**src/rtl/nios_cpu_oci_trace_capture.sv**
```systemverilog
// OCI trace capture: snoops the trace packer, queues each flushed word with its frame count,
// and sequences end-of-test draining. Optional per-entry parity via NIOS_OCI_TRACE_PARITY_EN.
module nios_cpu_oci_trace_capture #(
  parameter int BUF_W  = 30,
  parameter int CNT_W  = 4,
  parameter int DEPTH  = 16,
  parameter int STAT_W = 16
) (
  input  logic                     clk,
  input  logic                     reset_n,
  input  logic [BUF_W-1:0]         dct_buffer,
  input  logic [CNT_W-1:0]         dct_count,
  input  logic                     test_ending,
  input  logic                     test_has_ended,
  output logic                     rd_valid,
  input  logic                     rd_ready,
  output logic [BUF_W-1:0]         rd_data,
  output logic [CNT_W-1:0]         rd_count,
  output logic                     rd_parity,
  output logic [$clog2(DEPTH):0]   fifo_level,
  output logic                     overflow,
  output logic [STAT_W-1:0]        drop_count,
  output logic [STAT_W-1:0]        capture_count,
  output logic                     done
);

  localparam int AW = $clog2(DEPTH);
  localparam int LW = AW + 1;

  typedef enum logic [1:0] {RUN, DRAIN, ENDED} state_t;

  state_t           state;
  logic [BUF_W-1:0] buf_q;
  logic [CNT_W-1:0] cnt_q;
  logic             ending_q;
  logic [LW-1:0]    wr_ptr;
  logic [LW-1:0]    rd_ptr;
  logic [BUF_W-1:0] mem_buf [DEPTH];
  logic [CNT_W-1:0] mem_cnt [DEPTH];

  logic             flush_ev;
  logic             partial_ev;
  logic             ending_rise;
  logic             push_req;
  logic             push_ok;
  logic             pop;
  logic             full;
  logic [BUF_W-1:0] push_buf;
  logic [CNT_W-1:0] push_cnt;

  assign fifo_level  = wr_ptr - rd_ptr;
  assign rd_valid    = (fifo_level != '0);
  assign full        = (fifo_level == LW'(DEPTH));
  assign pop         = rd_valid & rd_ready;

  // A flush is the packer's count dropping to zero; the word it held is still in buf_q/cnt_q.
  assign ending_rise = test_ending & ~ending_q;
  assign flush_ev    = (state == RUN) && (cnt_q != '0) && (dct_count == '0);
  assign partial_ev  = (state == RUN) && ending_rise && (dct_count != '0);
  assign push_req    = flush_ev | partial_ev;
  assign push_ok     = push_req & (~full | pop);
  assign push_buf    = flush_ev ? buf_q : dct_buffer;
  assign push_cnt    = flush_ev ? cnt_q : dct_count;

  assign rd_data  = rd_valid ? mem_buf[rd_ptr[AW-1:0]] : '0;
  assign rd_count = rd_valid ? mem_cnt[rd_ptr[AW-1:0]] : '0;

  always_ff @(posedge clk) begin
    if (push_ok) begin
      mem_buf[wr_ptr[AW-1:0]] <= push_buf;
      mem_cnt[wr_ptr[AW-1:0]] <= push_cnt;
    end
  end

`ifdef NIOS_OCI_TRACE_PARITY_EN
  logic mem_par [DEPTH];

  always_ff @(posedge clk) begin
    if (push_ok) begin
      mem_par[wr_ptr[AW-1:0]] <= ^{push_cnt, push_buf};
    end
  end

  assign rd_parity = rd_valid & mem_par[rd_ptr[AW-1:0]];
`else
  assign rd_parity = 1'b0;
`endif

  always_ff @(posedge clk or negedge reset_n) begin
    if (!reset_n) begin
      buf_q         <= '0;
      cnt_q         <= '0;
      ending_q      <= 1'b0;
      wr_ptr        <= '0;
      rd_ptr        <= '0;
      overflow      <= 1'b0;
      drop_count    <= '0;
      capture_count <= '0;
    end else begin
      buf_q    <= dct_buffer;
      cnt_q    <= dct_count;
      ending_q <= test_ending;
      if (push_ok) begin
        wr_ptr <= wr_ptr + LW'(1);
        if (capture_count != '1) capture_count <= capture_count + STAT_W'(1);
      end
      if (pop) begin
        rd_ptr <= rd_ptr + LW'(1);
      end
      // Statistics saturate so a long run never reports a misleadingly small number.
      if (push_req && !push_ok) begin
        overflow <= 1'b1;
        if (drop_count != '1) drop_count <= drop_count + STAT_W'(1);
      end
    end
  end

  always_ff @(posedge clk or negedge reset_n) begin
    if (!reset_n) begin
      state <= RUN;
      done  <= 1'b0;
    end else begin
      case (state)
        RUN: begin
          if (test_has_ended) begin
            state <= ENDED;
            done  <= 1'b1;
          end else if (ending_rise) begin
            state <= DRAIN;
          end
        end
        DRAIN: begin
          if (test_has_ended || (fifo_level == '0)) begin
            state <= ENDED;
            done  <= 1'b1;
          end
        end
        ENDED: begin
          done <= 1'b1;
        end
        default: begin
          state <= RUN;
          done  <= 1'b0;
        end
      endcase
    end
  end

endmodule

```
**config.mk**
```make
export PLATFORM = sky130hd
export DESIGN_NAME = nios_cpu_oci_trace_capture
export DESIGN_NICKNAME = d
export VERILOG_FILES = /design/src/rtl/nios_cpu_oci_trace_capture.sv
export SDC_FILE = /design/constraint.sdc
export NUM_CORES = 1
export LEC_CHECK = 0
export CAP_MARGIN = 10
export CELL_PAD_IN_SITES_DETAIL_PLACEMENT = 0
export CELL_PAD_IN_SITES_GLOBAL_PLACEMENT = 2
export CORE_UTILIZATION = 54
export CTS_BUF_LIST = sky130_fd_sc_hd__clkbuf_8
export DETAILED_ROUTE_END_ITERATION = 8
export PLACE_DENSITY = 0.95
export SLEW_MARGIN = 0
export SYNTH_ARGS = -nofsm -noshare
export SYNTH_HDL_FRONTEND = slang
export SYNTH_SLANG_ARGS = --single-unit
```
**constraint.sdc**
```tcl
create_clock -name clk -period 17.24 [get_ports clk]
set_clock_uncertainty 0.2 [all_clocks]
set_input_delay 1.724 -clock clk [delete_from_list [all_inputs] [get_ports clk]]
set_output_delay 1.724 -clock clk [all_outputs]
set_load 0.02 [all_outputs]
```
==> results.py, run 1 <==
metrics = {
    "drt": {
        "drtIter0Drc": 1145,
        "drt_pass1_iterations": 5,
        "drc_errors": 0,
        "vias": 11700,
        "routed_wl_um": 50300,
        "routed_via_density": 5.93,
        "ant_nets": 0,
        "wl_per_cell_um": 25.5,
    },
    "global_routing": {
        "grt-ovfl-total": 0,
        "grt_usage_pct": 22.6,
        "busiest_layer": "met2",
        "gr-usage-met1_pct": 31.0,
        "met3_usage_pct": 4.03,
        "grt_pass1_vias": 12500,
        "grt_pass1_wl_um": 76500,
        "antenna_found_initial": 0,
        "grt_max_degree": 78,
        "grt.met2_usage_pct": 37.2,
    },
    "cells_and_area": {
        "fin_area_sq_um": 28200,
        "drive_gt1_share_pct": 27.4,
        "antenna_cells": 0,
        "fillers": 2901,
        "syn2layout_area_growth_pct": 15.3,
        "finalNetCount": 1354,
    },
    "setup_path": {
        "critPathKind": "flop to output pin",
        "worstPathMaxFanout": 52,
        "crit-reg2reg-capture": "mem_buf[5][10]",
        "endpoint_kind": "output pin",
        "crit_required_ns": 15.32,
        "cp.arrival_ns": 5.33,
        "start_kind": "flop",
        "r2r_start": "rd_ptr[1]",
        "r2r_setup_slack_ns": 11.45,
        "rr_worst_depth": 9,
    },
    "clock_network": {
        "holdBufCountCts": 0,
        "cts_buffer_depth": 3,
        "post-cts-setup-buffers": 0,
        "cts_tree": "built",
        "cts_resized": 0,
        "cts-buffers-inserted": 96,
        "insertion_delay_ns": 0.66,
        "clockRootBuffer": "clkbuf_8",
        "clk_pin_slew_worst_paths_ns": 0.06,
        "cts_max_level": 3,
        "clock_sinks": 625,
    },
    "placed_design": {
        "place_area_sq_um": 26400,
        "port_buffers": 112,
        "hpwl_um": 26400,
        "gp_congestion": 0.732,
        "post-place-ws_ns": 10.54,
    },
    "timing": {
        "grt_setup_unrepaired": "false",
        "tightestPinTransition_ns": 1.13,
        "setup_tns_ns": 0,
        "worst_slack_ns": 9.98,
        "relSlewSlack_pct": 24.4,
        "finalHoldViolCount": 0,
        "fin_hold_ws_ns": 0.290,
        "slew_viol_final": 0,
        "timing.fmax_mhz": 138,
        "fin_crit_ns": 7.26,
        "setup_viol": 0,
        "min_period_over_period_pct": 42.1,
    },
    "floorplanning": {
        "die_w_um": 215,
        "ios": 114,
        "start_util_pct": 55.0,
        "die_area_sq_um": 46100,
        "core_area_sq_um": 44400,
        "die_y_um": 215,
        "num_rows": 77,
    },
    "logic_synthesis": {
        "avgSynthCellArea_sq_um": 21.8,
        "synth_cells": 1123,
        "synth_async_sr_flop_share_pct": 13.0,
        "synth_seq_cells": 625,
        "synth_compound_area_share_pct": 0.476,
        "netlist_top_cells_area": "edfxtp_1 (67%), mux4_2 (16%), dfrtp_1 (8.3%)",
        "synth_top_cells_by_count": "edfxtp_1 (544), mux4_2 (170), dfrtp_1 (81)",
        "synth_top_family_by_area": "multiplexers",
        "synth_mux_area_share_pct": 17.3,
        "synth_edf_count": 544,
        "synth_top_area_cell": "edfxtp_1",
        "synth-main-ff-cell": "edfxtp_1",
        "syn-cell-area_sq_um": 24400,
        "yosys.area_share.simple_pct": 3.79,
        "yosysWarnings": 0,
        "syn_nets": 1174,
        "yosys.cell_count.top_type": "edfxtp_1",
        "synth_xor_area_share_pct": 1.43,
        "synthAdderAreaFrac_pct": 0.645,
        "yosysTopAreaCellShare_pct": 66.8,
        "ys_seq_area_share_pct": 75.1,
        "synthDistinctLibCells": 47,
    },
    "worst_hold_path": {
        "whs_path_depth": 1,
        "min_to": "capture_count[8]",
        "holdCritStartpoint": "capture_count[8]",
        "holdCritPathClass": "flop to flop",
    },
    "power": {
        "leakagePower_nw": 9.39,
        "vdd_drop_max_uv": 90.9,
        "powerDensity_nw_per_um2": 145,
    },
    "run": {
        "max_cap_violations": 0,
    },
    "status": {
        "status": "complete, no violations",
    },
}
## report_power, final
group          internal (mW)  leakage [nW]  switching (mW)  total, mW
registers               1.66          5.88          0.0791       1.74
logic                  0.661          2.44           0.545       1.21
clock network          0.599          1.07           0.550       1.15
total                   2.92          9.39            1.17       4.10
## state kept, by name (all words and copies together), names as in the netlist
| register | count |
|---|---|
| ending_q | 1 |
| done | 1 |
| wr_ptr | 5 |
| overflow | 1 |
| buf_q | 30 |
| mem_cnt | 64 |
| rd_ptr | 5 |
| capture_count | 16 |
| mem_buf | 480 |
| drop_count | 16 |
| cnt_q | 4 |
| state | 2 |
## worst max path at each step
stage	to	startpoint	cells past startpoint	slack (ns)
final	rd_data[1]	rd_ptr[0]	6	9.98
after global routing	rd_data[11]	rd_ptr[0]	6	9.52
after CTS	rd_data[15]	rd_ptr[0]	6	9.80
after detailed placement	rd_data[9]	rd_ptr[0]	6	10.54
after global placement	rd_data[15]	rd_ptr[0]	6	10.58
after floorplan	mem_buf[1][0]	rd_ptr[1]	11	11.31
## critical path, cell delays in order (launching register included)
cell and delay (ns):
dfrtp_4 0.96, buf_4 0.88, buf_4 0.85, mux4_2 0.61
mux4_2 0.51, and2_1 0.17, clkdlybuf4s50_1 0.53
## layout make-up
type	instances	area (sq um)	area share [%]
tap	592	741	2.63
inverter	12	45.0	0.160
multi-input combinational	430	5900	20.9
timing repair buffer	138	1310	4.66
clock inverter	65	289	1.03
clock buffer	111	1530	5.42
sequential	625	18400	65.2
## metrics by stage
stage	total power [mW]	cells	util [%]
6_report	4.10	1973	63.5
5_1_grt	4.26	1973	63.5
4_1_cts	4.14	1973	63.5
3_5_place_dp	3.00	1797	59.4
3_3_place_gp	2.98	1797	59.4
2_1_floorplan	2.59	1123	-
## metal layers
| metal | wire length [um] | vias up |
|---|---|---|
| met5 | 0 | - |
| met4 | 1120 | 0 |
| met3 | 2930 | 98 |
| met2 | 25700 | 414 |
| met1 | 20500 | 6191 |
| li1 | - | 5003 |
## logic make-up after synthesis
family | count (synthesis)
flops | 625
simple gates | 154
compound gates | 17
mux | 206
fa+ha+maj | 12
other cells | 1
xor+xnor | 40
buf+inv | 68
## cell usage in the layout (no fill, tap or decap), types with 6 or more instances in the layout
master           count
nor3_1               9
nor3_2               6
clkdlybuf4s50_1    111
edfxtp_1           544
nand4_1             12
a21o_1               6
xor2_1              20
buf_4               27
clkbuf_8           111
mux4_2             170
nor2_4              11
nor2_1              11
dfrtp_1             78
and2_1              34
clkinv_1            18
ha_1                11
inv_1               48
nand2_1             15
nand3_1             19
nor4_1              10
xnor2_1             20
mux2_2              31
No activity file was read; power rests on OpenSTA's default activity.
==> run 2, diff against run 1 <==
--- a/config.mk
+++ b/config.mk
@@ -8,10 +8,10 @@
 export CAP_MARGIN = 10
 export CELL_PAD_IN_SITES_DETAIL_PLACEMENT = 0
 export CELL_PAD_IN_SITES_GLOBAL_PLACEMENT = 2
-export CORE_UTILIZATION = 54
+export CORE_UTILIZATION = 50
 export CTS_BUF_LIST = sky130_fd_sc_hd__clkbuf_8
 export DETAILED_ROUTE_END_ITERATION = 8
-export PLACE_DENSITY = 0.95
+export PLACE_DENSITY = 0.9
 export SLEW_MARGIN = 0
 export SYNTH_ARGS = -nofsm -noshare
 export SYNTH_HDL_FRONTEND = slang
==> constraint.sdc (replaced) <==
create_clock -name clk -period 7 [get_ports clk]
set_clock_uncertainty 0.2 [all_clocks]
set_input_delay 0.7 -clock clk [delete_from_list [all_inputs] [get_ports clk]]
set_output_delay 0.7 -clock clk [all_outputs]
set_load 0.02 [all_outputs]
==> run 2 against run 1 <==
Routed wire length increased by 2.3%. Register-to-register slack worse by 9.7 ns. Total power is 150% higher. Highest routed layer unchanged. First-iteration DRC count down 5.8%. Hold slack lost 0.0075 ns.
==> results.py, run 2 (synthesis gave the netlist of run 1 again) <==
metrics = {
    "setup_path": {
        "worstPathMaxFanout": 53,
        "cp_num_buf_inv": 3,
        "crit_required_ns": 6.10,
        "critPathKind": "flop to output pin",
        "cp_top_family": "buffers and inverters",
        "worstPathCellList": "buf_4 > buf_4 > mux4_2 > mux4_2 > and2_1 > clkdlybuf4s50_1",
        "r2r_setup_slack_ns": 1.73,
        "max_stage_delay_ns": 0.91,
        "endpoint_kind": "output pin",
        "start_kind": "flop",
        "cp.arrival_ns": 4.73,
        "r2r_start": "rd_ptr[1]",
        "cp_slowest_cell": "buf_4",
        "rr_worst_depth": 9,
        "crit_path_start": "rd_ptr[0]",
        "crit-reg2reg-capture": "mem_buf[12][14]",
    },
    "cells_and_area": {
        "fillers": 3357,
        "largest_register_ffs": 480,
        "finalNetCount": 1358,
        "mostFrequentLayoutCells": "edfxtp_1 (544), mux4_2 (170), clkdlybuf4s50_1 (111)",
        "syn2layout_area_growth_pct": 15.8,
        "drive_gt1_share_pct": 27.7,
        "final_common_cell": "edfxtp_1",
        "final_cell_count_no_fill": 2002,
    },
    "floorplanning": {
        "die_w_um": 223,
        "die_area_sq_um": 49800,
        "ios": 114,
        "die_y_um": 223,
        "core_area_sq_um": 47900,
        "start_util_pct": 51.0,
        "num_rows": 80,
    },
    "drt": {
        "drt_pass1_iterations": 5,
        "drc_errors": 0,
        "ant_nets": 0,
        "routed_via_density": 5.91,
        "routed_wl_um": 51400,
        "vias": 11800,
        "wl_per_cell_um": 25.7,
        "drtIter0Drc": 1079,
    },
    "global_routing": {
        "grt_pass1_vias": 12600,
        "grt_pass1_wl_um": 78000,
        "grt_max_degree": 60,
        "antenna_found_initial": 1,
        "grt_usage_pct": 21.4,
        "grt-ovfl-total": 0,
    },
    "worst_hold_path": {
        "holdCritPathClass": "flop to flop",
        "holdCritStartpoint": "overflow",
        "whs_path_depth": 1,
        "min_to": "overflow",
    },
    "power": {
        "comb_power_share_pct": 31.1,
        "p_switching_mw": 2.96,
        "vdd_drop_max_uv": 225,
        "p_clk_share_pct": 27.7,
        "powerDensity_nw_per_um2": 358,
        "seqPwrFrac_pct": 41.2,
        "switching_share_pct": 29.2,
        "leakagePower_nw": 9.39,
        "internal_power_mw": 7.17,
    },
    "clock_network": {
        "post-cts-setup-buffers": 0,
        "cts_buffer_depth": 3,
        "cts_max_level": 3,
        "clock_sinks": 625,
        "cts_tree": "built",
        "clockRootBuffer": "clkbuf_8",
        "cts_resized": 0,
        "insertion_delay_ns": 0.66,
        "cts-buffers-inserted": 98,
        "holdBufCountCts": 1,
        "clk_pin_slew_worst_paths_ns": 0.06,
    },
    "timing": {
        "relSlewSlack_pct": 24.7,
        "setup_viol": 0,
        "min_period_over_period_pct": 80.4,
        "fin_crit_ns": 5.63,
        "finalHoldViolCount": 0,
        "slew_viol_final": 0,
        "grt_setup_unrepaired": "false",
        "setup_tns_ns": 0,
        "tightestPinTransition_ns": 1.13,
        "timing.fmax_mhz": 178,
        "worst_slack_ns": 1.37,
    },
    "placed_design": {
        "port_buffers": 112,
        "gp_congestion": 0.751,
        "dp.cells": 1821,
        "post-place-ws_ns": 1.75,
        "hpwl_um": 28800,
    },
    "run": {
        "max_cap_violations": 0,
    },
    "status": {
        "status": "complete, no violations",
    },
}
run 2: changes by cell type in the layout (fill, tap and decap cells not counted):
| cell | before | now |
|---|---|---|
| inv_1 | 48 | 42 |
| dlygate4sd3_1 | 0 | 1 |
| inv_6 | 1 | 0 |
| buf_12 | 0 | 7 |
| clkinv_1 | 18 | 23 |
| buf_16 | 0 | 1 |
| clkinv_2 | 5 | 14 |
| buf_4 | 27 | 20 |
| clkbuf_8 | 111 | 107 |
| diode_2 | 0 | 1 |
run 2: stage by stage:
| stage | hold slack [ns] | total power, mW | instance area (sq um) | util [%] |
|---|---|---|---|---|
| floorplan | 0.204 | 6.37 | 24400 | - |
| global placement | 0.270 | 7.43 | 26300 | 54.9 |
| detailed placement | 0.273 | 7.45 | 26500 | 55.3 |
| CTS | 0.271 | 10.2 | 28300 | 59.1 |
| global route | 0.289 | 10.5 | 28300 | 59.1 |
| finish | 0.282 | 10.1 | 28300 | 59.1 |
run 2: worst max-delay path by stage:
| stage | slack [ns] | depth (start not counted) | to |
|---|---|---|---|
| 4_1_cts | 1.23 | 6 | rd_data[28] |
| 6_report | 1.37 | 6 | rd_data[26] |
| 5_1_grt | 1.05 | 6 | rd_data[28] |
| 3_3_place_gp | 1.70 | 8 | mem_buf[6][13] |
| 3_5_place_dp | 1.75 | 9 | mem_buf[14][12] |
| 2_1_floorplan | 1.07 | 11 | mem_buf[1][0] |
run 2: area by class of cell:
cell class / count / area (sq um) / share of cell area, %
Clock buffer: 107 / 1470 / 5.20
Multi-Input combinational cell: 430 / 5900 / 20.8
Clock inverter: 72 / 322 / 1.14
Inverter: 12 / 45.0 / 0.159
Sequential cell: 625 / 18400 / 64.9
Timing Repair Buffer: 140 / 1440 / 5.08
Antenna cell: 1 / 2.50 / 0.00884
Tap cell: 615 / 769 / 2.72
run 2: metal layers:
metal  up-vias  wire length [um]  track usage (%)
met5         -                 0                0
met4         0              1380             8.43
met3        95              2870             3.42
met2       431             25800             34.7
met1      6287             21400             29.4
li1       5015                 -                -
run 2: power by group through the flow:
stage / logic, mW / clock network, mW / registers, mW
floorplan: 2.17 / 0 / 4.20
global placement: 3.19 / 0 / 4.24
detailed placement: 3.20 / 0 / 4.24
CTS: 3.22 / 2.86 / 4.17
global route: 3.36 / 3.02 / 4.17
finish: 3.15 / 2.81 / 4.17
run 2: worst register-to-register path: cells and delay by family (launching register included):
family                     cells  cell delay [ns]
adders and majority gates      1             0.45
DFF                            1             0.71
xor gates and xnor gates       1             0.27
AOI/OAI and AO/OA              2             0.36
and+or+nand+nor                3             2.30
buffers and inverters          2             0.62
